===== config.mk =====
export PLATFORM = sky130hd
export DESIGN_NAME = hyst_window_feeder
export DESIGN_NICKNAME = d
export VERILOG_FILES = /design/src/rtl/hyst_window_feeder_pkg.sv /design/src/rtl/hyst_line_buffer.sv /design/src/rtl/hyst_window_feeder.sv
export SDC_FILE = /design/constraint.sdc
export NUM_CORES = 1
export LEC_CHECK = 0
export BUFFER_PORTS_ARGS = -buffer_cell sky130_fd_sc_hd__clkbuf_2
export CORE_AREA = 3 3 198 200
export CTS_CLUSTER_SIZE = 16
export DETAILED_ROUTE_END_ITERATION = 7
export DIE_AREA = 0 0 201 203
export GPL_TIMING_DRIVEN = 1
export MAX_ROUTING_LAYER = met4
export PLACE_DENSITY = 0.65
export SLEW_MARGIN = 15
export SYNTH_ARGS = -nofsm -noshare
export SYNTH_HDL_FRONTEND = slang
export SYNTH_SLANG_ARGS = --single-unit
export TNS_END_PERCENT = 30

===== constraint.sdc =====
create_clock -name clk -period 5.35 [get_ports clk]
set_input_delay 0.535 -clock clk [delete_from_list [all_inputs] [get_ports clk]]
set_output_delay 0.535 -clock clk [all_outputs]
set_load 0.005 [all_outputs]

===== src/rtl/hyst_window_feeder_pkg.sv =====
// Shared edge-detector definitions used by the hysteresis window feeder.
//   - neighbour index constants inside a 5-entry window
//   - window type: 5 x 8-bit packed array
//   - decision encoding and bit expansion helper
package hyst_window_feeder_pkg;

   localparam int unsigned NB_CUR   = 4;
   localparam int unsigned NB_W     = 3;
   localparam int unsigned NB_NW    = 2;
   localparam int unsigned NB_N     = 1;
   localparam int unsigned NB_NE    = 0;
   localparam int unsigned NB_COUNT = 5;

   // Only a full-scale result counts as a strong/edge decision.
   localparam logic [7:0] DEC_ON = 8'hFF;

   typedef logic [NB_COUNT-1:0][7:0] win_t;

   function automatic logic [7:0] expand_bit(input logic b);
      return b ? 8'hFF : 8'h00;
   endfunction

endpackage


===== src/rtl/hyst_line_buffer.sv =====
// One-bit-per-pixel decision store spanning a single image row.
// Ports:
//   clk        - clock
//   i_rd_addr  - read column (asynchronous read)
//   o_rd_data  - stored decision bit at i_rd_addr
//   i_wr_en    - write strobe
//   i_wr_addr  - write column
//   i_wr_data  - decision bit to store
// A read and a write to the same address in one cycle returns the old bit.
module hyst_line_buffer #(
   parameter  int unsigned DEPTH = 320,
   localparam int unsigned AW    = (DEPTH > 1) ? $clog2(DEPTH) : 1
) (
   input  logic          clk,
   input  logic [AW-1:0] i_rd_addr,
   output logic          o_rd_data,
   input  logic          i_wr_en,
   input  logic [AW-1:0] i_wr_addr,
   input  logic          i_wr_data
);

   // No reset: row-0 masking in the feeder hides stale contents.
   logic [DEPTH-1:0] r_mem;

   assign o_rd_data = r_mem[i_rd_addr];

   always_ff @(posedge clk) begin
      if (i_wr_en) begin
         r_mem[i_wr_addr] <= i_wr_data;
      end
   end

endmodule


===== src/rtl/hyst_window_feeder.sv =====
// Hysteresis window feeder: pairs each incoming gradient sample with the
// already-decided W, NW, N and NE neighbour decisions and hands the window
// to the hysteresis decision block, storing each returned decision as a bit.
// Ports:
//   clk, n_rst             - clock, asynchronous active-low reset
//   in_valid/in_ready      - upstream sample handshake
//   in_mag, in_angle       - gradient magnitude and quantized direction
//   win_valid/win_ready    - window handshake to the decision block
//   win_mag, win_angle     - window (current + 4 neighbours) and angle
//   result_pixel           - decision for the presented window
//   frame_done             - one-cycle pulse after the last pixel is decided
module hyst_window_feeder
   import hyst_window_feeder_pkg::*;
#(
   parameter int unsigned IMG_WIDTH  = 320,
   parameter int unsigned IMG_HEIGHT = 240
) (
   input  logic       clk,
   input  logic       n_rst,
   input  logic       in_valid,
   output logic       in_ready,
   input  logic [7:0] in_mag,
   input  logic [1:0] in_angle,
   output logic       win_valid,
   input  logic       win_ready,
   output win_t       win_mag,
   output logic [1:0] win_angle,
   input  logic [7:0] result_pixel,
   output logic       frame_done
);

   localparam int unsigned COL_W = (IMG_WIDTH > 1) ? $clog2(IMG_WIDTH) : 1;
   localparam int unsigned ROW_W = (IMG_HEIGHT > 1) ? $clog2(IMG_HEIGHT) : 1;
   localparam logic [COL_W-1:0] COL_LAST = COL_W'(IMG_WIDTH - 1);
   localparam logic [ROW_W-1:0] ROW_LAST = ROW_W'(IMG_HEIGHT - 1);

   logic             r_win_valid;
   win_t             r_win_mag;
   logic [1:0]       r_win_angle;
   logic             r_frame_done;
   // Position of the pixel in the window (or the next one when empty).
   logic [COL_W-1:0] r_col;
   logic [ROW_W-1:0] r_row;
   logic             r_w_bit;   // decision of the last decided pixel
   logic             r_n_bit;   // previous-row bit above the next pixel
   logic             r_nw_bit;  // previous-row bit up-left of the next pixel

   logic             w_win_hs;
   logic             w_accept;
   logic             w_dec_bit;
   logic             w_col_last;
   logic             w_row_last;
   logic [COL_W-1:0] w_next_col;
   logic [ROW_W-1:0] w_next_row;
   logic [COL_W-1:0] w_acc_col;
   logic [ROW_W-1:0] w_acc_row;
   logic             w_acc_col_last;
   logic             w_has_left;
   logic             w_has_up;
   logic [COL_W-1:0] w_rd_addr;
   logic             w_lb_rd;
   logic             w_w_src;
   logic             w_w;
   logic             w_nw;
   logic             w_n;
   logic             w_ne;
   win_t             w_win;

   assign w_win_hs   = r_win_valid & win_ready;
   assign in_ready   = ~r_win_valid | win_ready;
   assign w_accept   = in_valid & in_ready;
   assign w_dec_bit  = (result_pixel == DEC_ON);
   assign w_col_last = (r_col == COL_LAST);
   assign w_row_last = (r_row == ROW_LAST);

   always_comb begin
      w_next_col = r_col + 1'b1;
      w_next_row = r_row;
      if (w_col_last) begin
         w_next_col = '0;
         w_next_row = w_row_last ? '0 : r_row + 1'b1;
      end
   end

   // An accepted sample lands one past the window being consumed this cycle.
   assign w_acc_col      = w_win_hs ? w_next_col : r_col;
   assign w_acc_row      = w_win_hs ? w_next_row : r_row;
   assign w_acc_col_last = (w_acc_col == COL_LAST);
   assign w_has_left     = (w_acc_col != '0);
   assign w_has_up       = (w_acc_row != '0);

   // Single read port: fetch NE (col+1). At the row's last column fetch
   // column 0 instead, which becomes N for the first pixel of the next row.
   assign w_rd_addr = w_acc_col_last ? '0 : w_acc_col + 1'b1;

   hyst_line_buffer #(
      .DEPTH (IMG_WIDTH)
   ) u_line_buffer (
      .clk       (clk),
      .i_rd_addr (w_rd_addr),
      .o_rd_data (w_lb_rd),
      .i_wr_en   (w_win_hs),
      .i_wr_addr (r_col),
      .i_wr_data (w_dec_bit)
   );

   // Back-to-back: the left neighbour is decided in this very cycle.
   assign w_w_src = w_win_hs ? w_dec_bit : r_w_bit;
   assign w_w     = w_has_left & w_w_src;
   assign w_n     = w_has_up & r_n_bit;
   assign w_nw    = w_has_up & w_has_left & r_nw_bit;
   assign w_ne    = w_has_up & ~w_acc_col_last & w_lb_rd;

   always_comb begin
      w_win         = '0;
      w_win[NB_CUR] = in_mag;
      w_win[NB_W]   = expand_bit(w_w);
      w_win[NB_NW]  = expand_bit(w_nw);
      w_win[NB_N]   = expand_bit(w_n);
      w_win[NB_NE]  = expand_bit(w_ne);
   end

   always_ff @(posedge clk or negedge n_rst) begin
      if (!n_rst) begin
         r_win_valid  <= 1'b0;
         r_win_mag    <= '0;
         r_win_angle  <= '0;
         r_frame_done <= 1'b0;
         r_col        <= '0;
         r_row        <= '0;
         r_w_bit      <= 1'b0;
         r_n_bit      <= 1'b0;
         r_nw_bit     <= 1'b0;
      end else begin
         r_frame_done <= w_win_hs & w_col_last & w_row_last;
         if (w_win_hs) begin
            r_col   <= w_next_col;
            r_row   <= w_next_row;
            r_w_bit <= w_dec_bit;
         end
         if (w_accept) begin
            r_win_valid <= 1'b1;
            r_win_mag   <= w_win;
            r_win_angle <= in_angle;
            r_nw_bit    <= r_n_bit;
            r_n_bit     <= w_lb_rd;
         end else if (w_win_hs) begin
            r_win_valid <= 1'b0;
         end
      end
   end

   assign win_valid  = r_win_valid;
   assign win_mag    = r_win_mag;
   assign win_angle  = r_win_angle;
   assign frame_done = r_frame_done;

endmodule


==> summary.md, run 1 <==
| Metric | Value |
|---|---|
| Area of the die | 0.0408 mm2 |
| Io pins | 67 |
| Fraction of synthesized cell area taken by the top area cell type | 57.2% |
| Placed Instances | 1934 |
| Area of placed instances | 0.0175 mm2 |
| Total clock buffers created by CTS | 38 |
| Tightest slew margin relative to the limit | 28.5% |
| Proportion of synthesized chip area in sequential cells | 62.5% |
| Quantity of hold-fixing buffers added after cts | 0 |
| Post-synthesis cell type count | 78 |
| Max VDD drop | 0.273 mV |
| Cells after synthesis | 1442 |
| Count of synthesis-stage warnings from yosys | 0 |
| Arrival time worst endpoint | 5.22 ns |
| RR Endpoint | r_n_bit |
| Global-route wire length before repair | 69800 um |
| Net count of the finished layout | 1493 |
| Number of port buffers | 66 |
| Proportion of synthesized flip-flops having asynchronous set or reset | 10.1% |
| Placed wire-length estimate after detailed placement | 29100 um |
| Number of optimization iterations in the first detailed-route pass | 6 |
| Number of setup buffers added after CTS | 0 |
| Layout overhead on the synthesized area | 11.3% |
| Biggest area consumer among synthesized cells | sky130_fd_sc_hd__edfxtp_1 |
| Post-route minimum period | 4.82 ns |
| H-tree levels | 2 |
| Count of antenna diodes in the layout | 0 |
| Remaining antenna violation count after routing | 0 |
| Count of instances resized after the clock tree is built | 0 |
| Slew Limit Fails | 0 |
| EDFF count, synth | 320 |
| Fraction of final layout cells sized beyond drive strength 1 | 15.4% |
| Maximum frequency from static timing analysis | 208 MHz |
| Pin count of the biggest net entering global routing | 174 |
| Number of global-route vias before repair | 11100 |
| Setup TNS | 0 ns |
| Static Leak | 6.16 nW |
| Peak per-stage delay on the critical path | 0.53 ns |
| Violation count after the first detailed-routing iteration | 1664 |
| Critical register-to-register path startpoint | r_col[7] |
| Peak fanout along the critical path | 15 |
| Count of filler cells inserted in the layout | 3360 |
| Die W | 201 um |
| Clk buf depth | 3 |
| Critical-path cell with the highest stage delay | sky130_fd_sc_hd__dfrtp_1 |
| Drt total wl | 47000 um |
| Nature of the critical path startpoint | register |
| Dominant register cell in the synthesized netlist | sky130_fd_sc_hd__edfxtp_1 |
| Status | completed |
| Netlist area before placement | 0.0168 mm2 |
| Number of vias in the routed layout | 11900 |
| Starting Density | 44.7% |
| Drt via density | 5.93 |
| Clk sinks | 356 |
| Avg WL per Cell | 23.5 um |
| Unrepaired setup endpoints after global routing | false |
| Clock network latency to the later pin of the worst-skew pair | 0.53 ns |
| TritonCTS clock tree | built |
| Average cell area after synthesis | 11.7 um2 |
| Worst min-delay path class | input port to asynchronous set/reset pin |
| Core area | 0.0376 mm2 |
| Syn nets | 1472 |
| PwrDens | 446 mW/mm2 |
| Overall fraction of global-route tracks in use | 23.1% |
| Final setup violating endpoints | 0 |
| Footprint of the multi-input gates | 0.00558 mm2 |
| Post-route clock period utilization | 90.0% |
| Cell chosen for the clock root | sky130_fd_sc_hd__clkbuf_16 |
| Initial antenna violation count | 0 |
| Number of flip-flops and latches in the synthesized netlist | 356 |
| Startpoint-to-endpoint class of the critical path | register to register |
| Clock-pin slew on the worst setup and hold paths | 0.06 ns |
| Worst reg-to-reg path cell count | 16 |
| Global-route congestion overflow total | 0 |
| Drc violations | 0 |
| Worst Skew | 0.0234 ns |
| DIE HEIGHT | 203 um |
| Register-to-register path setup slack | 0.53 ns |
| Final hold vios | 0 |
| Cells along the critical path | or3b_1 -> or3_1 -> inv_2 -> a21oi_1 -> ha_1 -> or3_1 -> nand2_1 -> buf_4 -> mux4_2 -> a22o_1 -> a32oi_1 -> nand4_1 -> a2111oi_0 -> nor4_1 -> o21ai_1 -> nand2_1 |
| Cell area after layout | 0.0187 mm2 |
| Number of standard cells in the layout, taps in and fillers out | 2003 |
| Endpoint type of the worst setup path | register |
| Leading cell types by total area after synthesis | sky130_fd_sc_hd__edfxtp_1 57%, sky130_fd_sc_hd__nor2_1 8.2%, sky130_fd_sc_hd__dfrtp_1 5.4% |
| Routability congestion estimate | 0.967 |
| Tightest Pin Transition | 1.06 ns |
| Flip-flop and latch area | 0.0105 mm2 |
| Number of max-cap violations | 0 |
| Cell row count | 71 |
| Required arrival time at the worst endpoint | 5.75 ns |
stage by stage:
stage / hold WS (ns) / total power (W) / worst slack, ns / utilization, %
final: 0.151 / 0.00836 / 0.533 / 49.8
after floorplan: 0.239 / 0.00496 / 0.413 / -
after global placement: 0.487 / 0.00580 / 0.609 / 46.6
after CTS: 0.163 / 0.00833 / 0.648 / 49.8
after global routing: 0.217 / 0.00868 / 0.205 / 49.8
after detailed placement: 0.490 / 0.00581 / 0.566 / 46.6
metal layers:
layer	global-route usage, %	vias to the layer above	wire [um]
met4	7.38	0	1540
met5	-	-	0
met3	4.44	104	4360
met1	31.0	5894	19300
li1	-	5243	-
met2	35.9	631	21800
cell usage after synthesis (all sizes together), types with 5 or more instances:
master / number
o211ai: 13
o22ai: 31
clkbuf: 80
nor4: 10
or3: 6
a21oi: 30
ha: 8
mux2i: 65
nand2: 125
o31ai: 5
nand2b: 6
a311oi: 6
nand4: 11
mux2: 24
a211oi: 8
and3: 6
nor2b: 5
nand3: 30
buf: 57
and2: 9
mux4: 21
dfrtp: 36
inv: 8
nor2: 367
o221ai: 8
xnor2: 7
o21ai: 35
xor2: 5
nor3: 25
edfxtp: 320
a31oi: 9
a22oi: 9
final cells by class:
class / instances / share of cell area (%)
flip-flops and latches: 356 / 56.2
multi-input cells: 939 / 29.8
clock buffers: 47 / 5.26
repair buffers: 118 / 4.05
well taps: 511 / 3.42
clock inverters: 22 / 1.12
inverters: 10 / 0.201
critical path: cells and delay by family, from the launching register on:
family	cells	cell delay (ns)
DFF	1	0.53
AOI/OAI and AO/OA	5	1.28
adders and majority gates	1	0.26
and+or+nand+nor	7	1.98
buffers and inverters	2	0.31
muxes	1	0.32
state kept, by name, summed over array words and instances, names as in the netlist:
register,cells
win_mag,12
win_angle,2
frame_done,1
r_col,9
r_w_bit,1
r_n_bit,1
win_valid,1
r_row,8
r_nw_bit,1
u_line_buffer.r_mem,320
report_power, final:
group / leakage, nW / switching, W / internal [W]
combinational: 2.22 / 0.00178 / 0.000911
sequential: 3.35 / 0.0000793 / 0.00305
clock: 0.588 / 0.00108 / 0.00146
cell families after synthesis:
logic type / Yosys count / synth area share, %
fa+ha+maj: 8 / 0.595
mux: 110 / 8.29
xor+xnor: 12 / 0.625
simple gates: 617 / 15.6
buf+inv: 147 / 4.40
flops: 356 / 62.5
compound gates: 192 / 7.97
cell usage in the layout, fill, tap and decap left out, drive strengths merged, types with 10 or more instances in the layout:
cell type,Yosys,layout
clkinv,2,20
dfrtp,36,36
mux2i,65,65
buf,57,52
a21oi,30,30
mux2,24,24
mux4,21,21
nor3,25,25
clkbuf,80,113
o21ai,35,35
nor2,367,367
nor4,10,10
o22ai,31,31
edfxtp,320,320
o211ai,13,13
nand4,11,11
nand2,125,125
nand3,30,30
how the worst max path moves through the flow:
stage	startpoint	to	slack, ns	cells after the start
after detailed placement	win_ready	win_mag[6]	0.57	18
final	r_col[7]	r_n_bit	0.53	16
after floorplan	r_col[1]	win_mag[6]	0.41	20
after global routing	r_col[7]	win_mag[6]	0.20	16
after CTS	r_col[7]	win_mag[6]	0.65	16
after global placement	win_ready	win_mag[6]	0.61	18
No activity file was read; power rests on OpenSTA's default activity.
==> inputs of run 2 (changes only) <==
--- a/config.mk
+++ b/config.mk
@@ -6,13 +6,16 @@
 export NUM_CORES = 1
 export LEC_CHECK = 0
 export BUFFER_PORTS_ARGS = -buffer_cell sky130_fd_sc_hd__clkbuf_2
+export CELL_PAD_IN_SITES_DETAIL_PLACEMENT = 0
+export CELL_PAD_IN_SITES_GLOBAL_PLACEMENT = 1
 export CORE_AREA = 3 3 198 200
 export CTS_CLUSTER_SIZE = 16
 export DETAILED_ROUTE_END_ITERATION = 7
 export DIE_AREA = 0 0 201 203
 export GPL_TIMING_DRIVEN = 1
 export MAX_ROUTING_LAYER = met4
-export PLACE_DENSITY = 0.65
+export PLACE_DENSITY = 0.76
+export SKIP_LAST_GASP = 1
 export SLEW_MARGIN = 15
 export SYNTH_ARGS = -nofsm -noshare
 export SYNTH_HDL_FRONTEND = slang
==> summary.md, run 2 (synthesis results as in run 1) <==
| Metric | Value |
|---|---|
| Maximum frequency from static timing analysis | 201 MHz |
| Commonest cells after routing, fill and taps aside | 366 x sky130_fd_sc_hd__nor2_1, 320 x sky130_fd_sc_hd__edfxtp_1, 124 x sky130_fd_sc_hd__nand2_1, 66 x sky130_fd_sc_hd__clkbuf_2, 65 x sky130_fd_sc_hd__mux2i_1 |
| Core area | 0.0376 mm2 |
| Final hold vios | 0 |
| TritonCTS clock tree | built |
| Most common library cell in the layout ignoring fill and taps | sky130_fd_sc_hd__nor2_1 |
| Starting Density | 44.7% |
| Worst Skew | 0.0208 ns |
| Worst min-delay path class | input port to asynchronous set/reset pin |
| Slew Limit Fails | 0 |
| Unrepaired setup endpoints after global routing | false |
| Clock network latency to the later pin of the worst-skew pair | 0.54 ns |
| Area of the die | 0.0408 mm2 |
| Io pins | 67 |
| Count of filler cells inserted in the layout | 3319 |
| Drt total wl | 47200 um |
| Peak fanout along the critical path | 12 |
| Overall fraction of global-route tracks in use | 23.6% |
| Number of optimization iterations in the first detailed-route pass | 5 |
| Initial antenna violation count | 0 |
| Clock-pin slew on the worst setup and hold paths | 0.06 ns |
| Violation count after the first detailed-routing iteration | 1292 |
| Fraction of final layout cells sized beyond drive strength 1 | 15.2% |
| Clk buf depth | 3 |
| Total clock buffers created by CTS | 38 |
| Clk sinks | 356 |
| Count of instances resized after the clock tree is built | 0 |
| Drt via density | 5.90 |
| Worst reg-to-reg path cell count | 16 |
| Hold_ws | 0.140 ns |
| Global-route wire length before repair | 71100 um |
| Pin count of the biggest net entering global routing | 149 |
| Number of setup buffers added after CTS | 0 |
| Number of port buffers | 66 |
| Static Leak | 6.15 nW |
| H-tree levels | 2 |
| Number of global-route vias before repair | 11300 |
| Setup TNS | 0 ns |
| Global-route congestion overflow total | 0 |
| Quantity of hold-fixing buffers added after cts | 0 |
| Drc violations | 0 |
| Cell row count | 71 |
| Tightest Pin Transition | 1.13 ns |
| Avg WL per Cell | 23.7 um |
| Critical register-to-register path startpoint | r_col[0] |
| PwrDens | 452 mW/mm2 |
| Count of antenna diodes in the layout | 0 |
| Placed wire-length estimate after detailed placement | 28800 um |
| Total power of the final layout | 0.00846 W |
| Nature of the critical path startpoint | register |
| Status | completed |
| Register containing the most flip-flops in the final layout | u_line_buffer.r_mem |
| Final setup violating endpoints | 0 |
| Die W | 201 um |
| Required arrival time at the worst endpoint | 5.78 ns |
| Net count of the finished layout | 1489 |
| Layout overhead on the synthesized area | 11.2% |
| Arrival time worst endpoint | 5.39 ns |
| Number of flip-flops in the largest register | 320 |
| Post-route minimum period | 4.96 ns |
| Startpoint-to-endpoint class of the critical path | register to register |
| Number of max-cap violations | 0 |
| DIE HEIGHT | 203 um |
| Routability congestion estimate | 0.927 |
| Register-to-register path setup slack | 0.39 ns |
| Cell chosen for the clock root | sky130_fd_sc_hd__clkbuf_16 |
| Post-route clock period utilization | 92.8% |
| Endpoint type of the worst setup path | register |
| Number of vias in the routed layout | 11800 |
| RR Endpoint | win_mag[6] |
| Remaining antenna violation count after routing | 0 |
| Tightest slew margin relative to the limit | 22.6% |
| Max VDD drop | 0.247 mV |
## run 2: changes by cell type in the layout (fill, tap and decap cells not counted), moves of 2 or more
cell / previous run / this run
sky130_fd_sc_hd__clkinv_2: 9 / 4
sky130_fd_sc_hd__buf_4: 49 / 46
sky130_fd_sc_hd__clkinv_1: 9 / 6
sky130_fd_sc_hd__clkbuf_8: 0 / 2
## run 2: where the power goes
part	switching [W]	leakage (nW)	internal (W)	total, W
registers	0.0000931	3.35	0.00305	0.00314
clock network	0.00106	0.593	0.00156	0.00262
logic	0.00180	2.20	0.000896	0.00270
## run 2: how the worst max path moves through the flow
stage                 end  depth (start not counted)  slack (ns)  startpoint
5_1_grt        win_mag[6]                         16        0.04    r_col[0]
4_1_cts        win_mag[6]                         18        0.16    r_col[0]
3_5_place_dp   win_mag[6]                         18        0.18    r_col[0]
2_1_floorplan  win_mag[6]                         20        0.41    r_col[1]
3_3_place_gp   win_mag[6]                         18        0.25    r_col[0]
6_report       win_mag[6]                         16        0.39    r_col[0]
## run 2: critical path, stage by stage, from the launching register on
cell and delay [ns]:
sky130_fd_sc_hd__dfrtp_1 0.58, sky130_fd_sc_hd__ha_1 0.37, sky130_fd_sc_hd__and4b_1 0.28, sky130_fd_sc_hd__a311oi_1 0.14, sky130_fd_sc_hd__a21oi_4 0.16, sky130_fd_sc_hd__clkinv_1 0.10
sky130_fd_sc_hd__ha_1 0.28, sky130_fd_sc_hd__or3_1 0.48, sky130_fd_sc_hd__nand2_1 0.53, sky130_fd_sc_hd__mux4_2 0.42, sky130_fd_sc_hd__a22o_1 0.24, sky130_fd_sc_hd__a32oi_1 0.20
sky130_fd_sc_hd__nand4_1 0.19, sky130_fd_sc_hd__a2111oi_0 0.44, sky130_fd_sc_hd__nor4_1 0.13, sky130_fd_sc_hd__o21ai_1 0.24, sky130_fd_sc_hd__o21ai_1 0.08
## run 2: final cells by class
type / count / area (um2) / area share, %
Sequential cell: 356 / 10500 / 56.2
Inverter: 10 / 37.5 / 0.201
Multi-Input combinational cell: 939 / 5580 / 29.8
Clock buffer: 50 / 1040 / 5.55
Clock inverter: 15 / 180 / 0.963
Tap cell: 511 / 639 / 3.42
Timing Repair Buffer: 114 / 716 / 3.83
## run 2: per-layer routing
metal  global-route usage (%)  part of all wire [%]
met4                     7.88                   3.5
met2                     38.1                    47
met5                        -                     0
met3                     3.13                   7.4
met1                     31.1                    42
## run 2: metrics by stage
step	util [%]	instance area (um2)	setup slack (ns)	cells
floorplan	-	16800	0.413	1442
global placement	46.5	17500	0.249	1930
detailed placement	46.5	17500	0.178	1930
CTS	49.8	18700	0.163	1995
global route	49.8	18700	0.0414	1995
finish	49.8	18700	0.387	1995
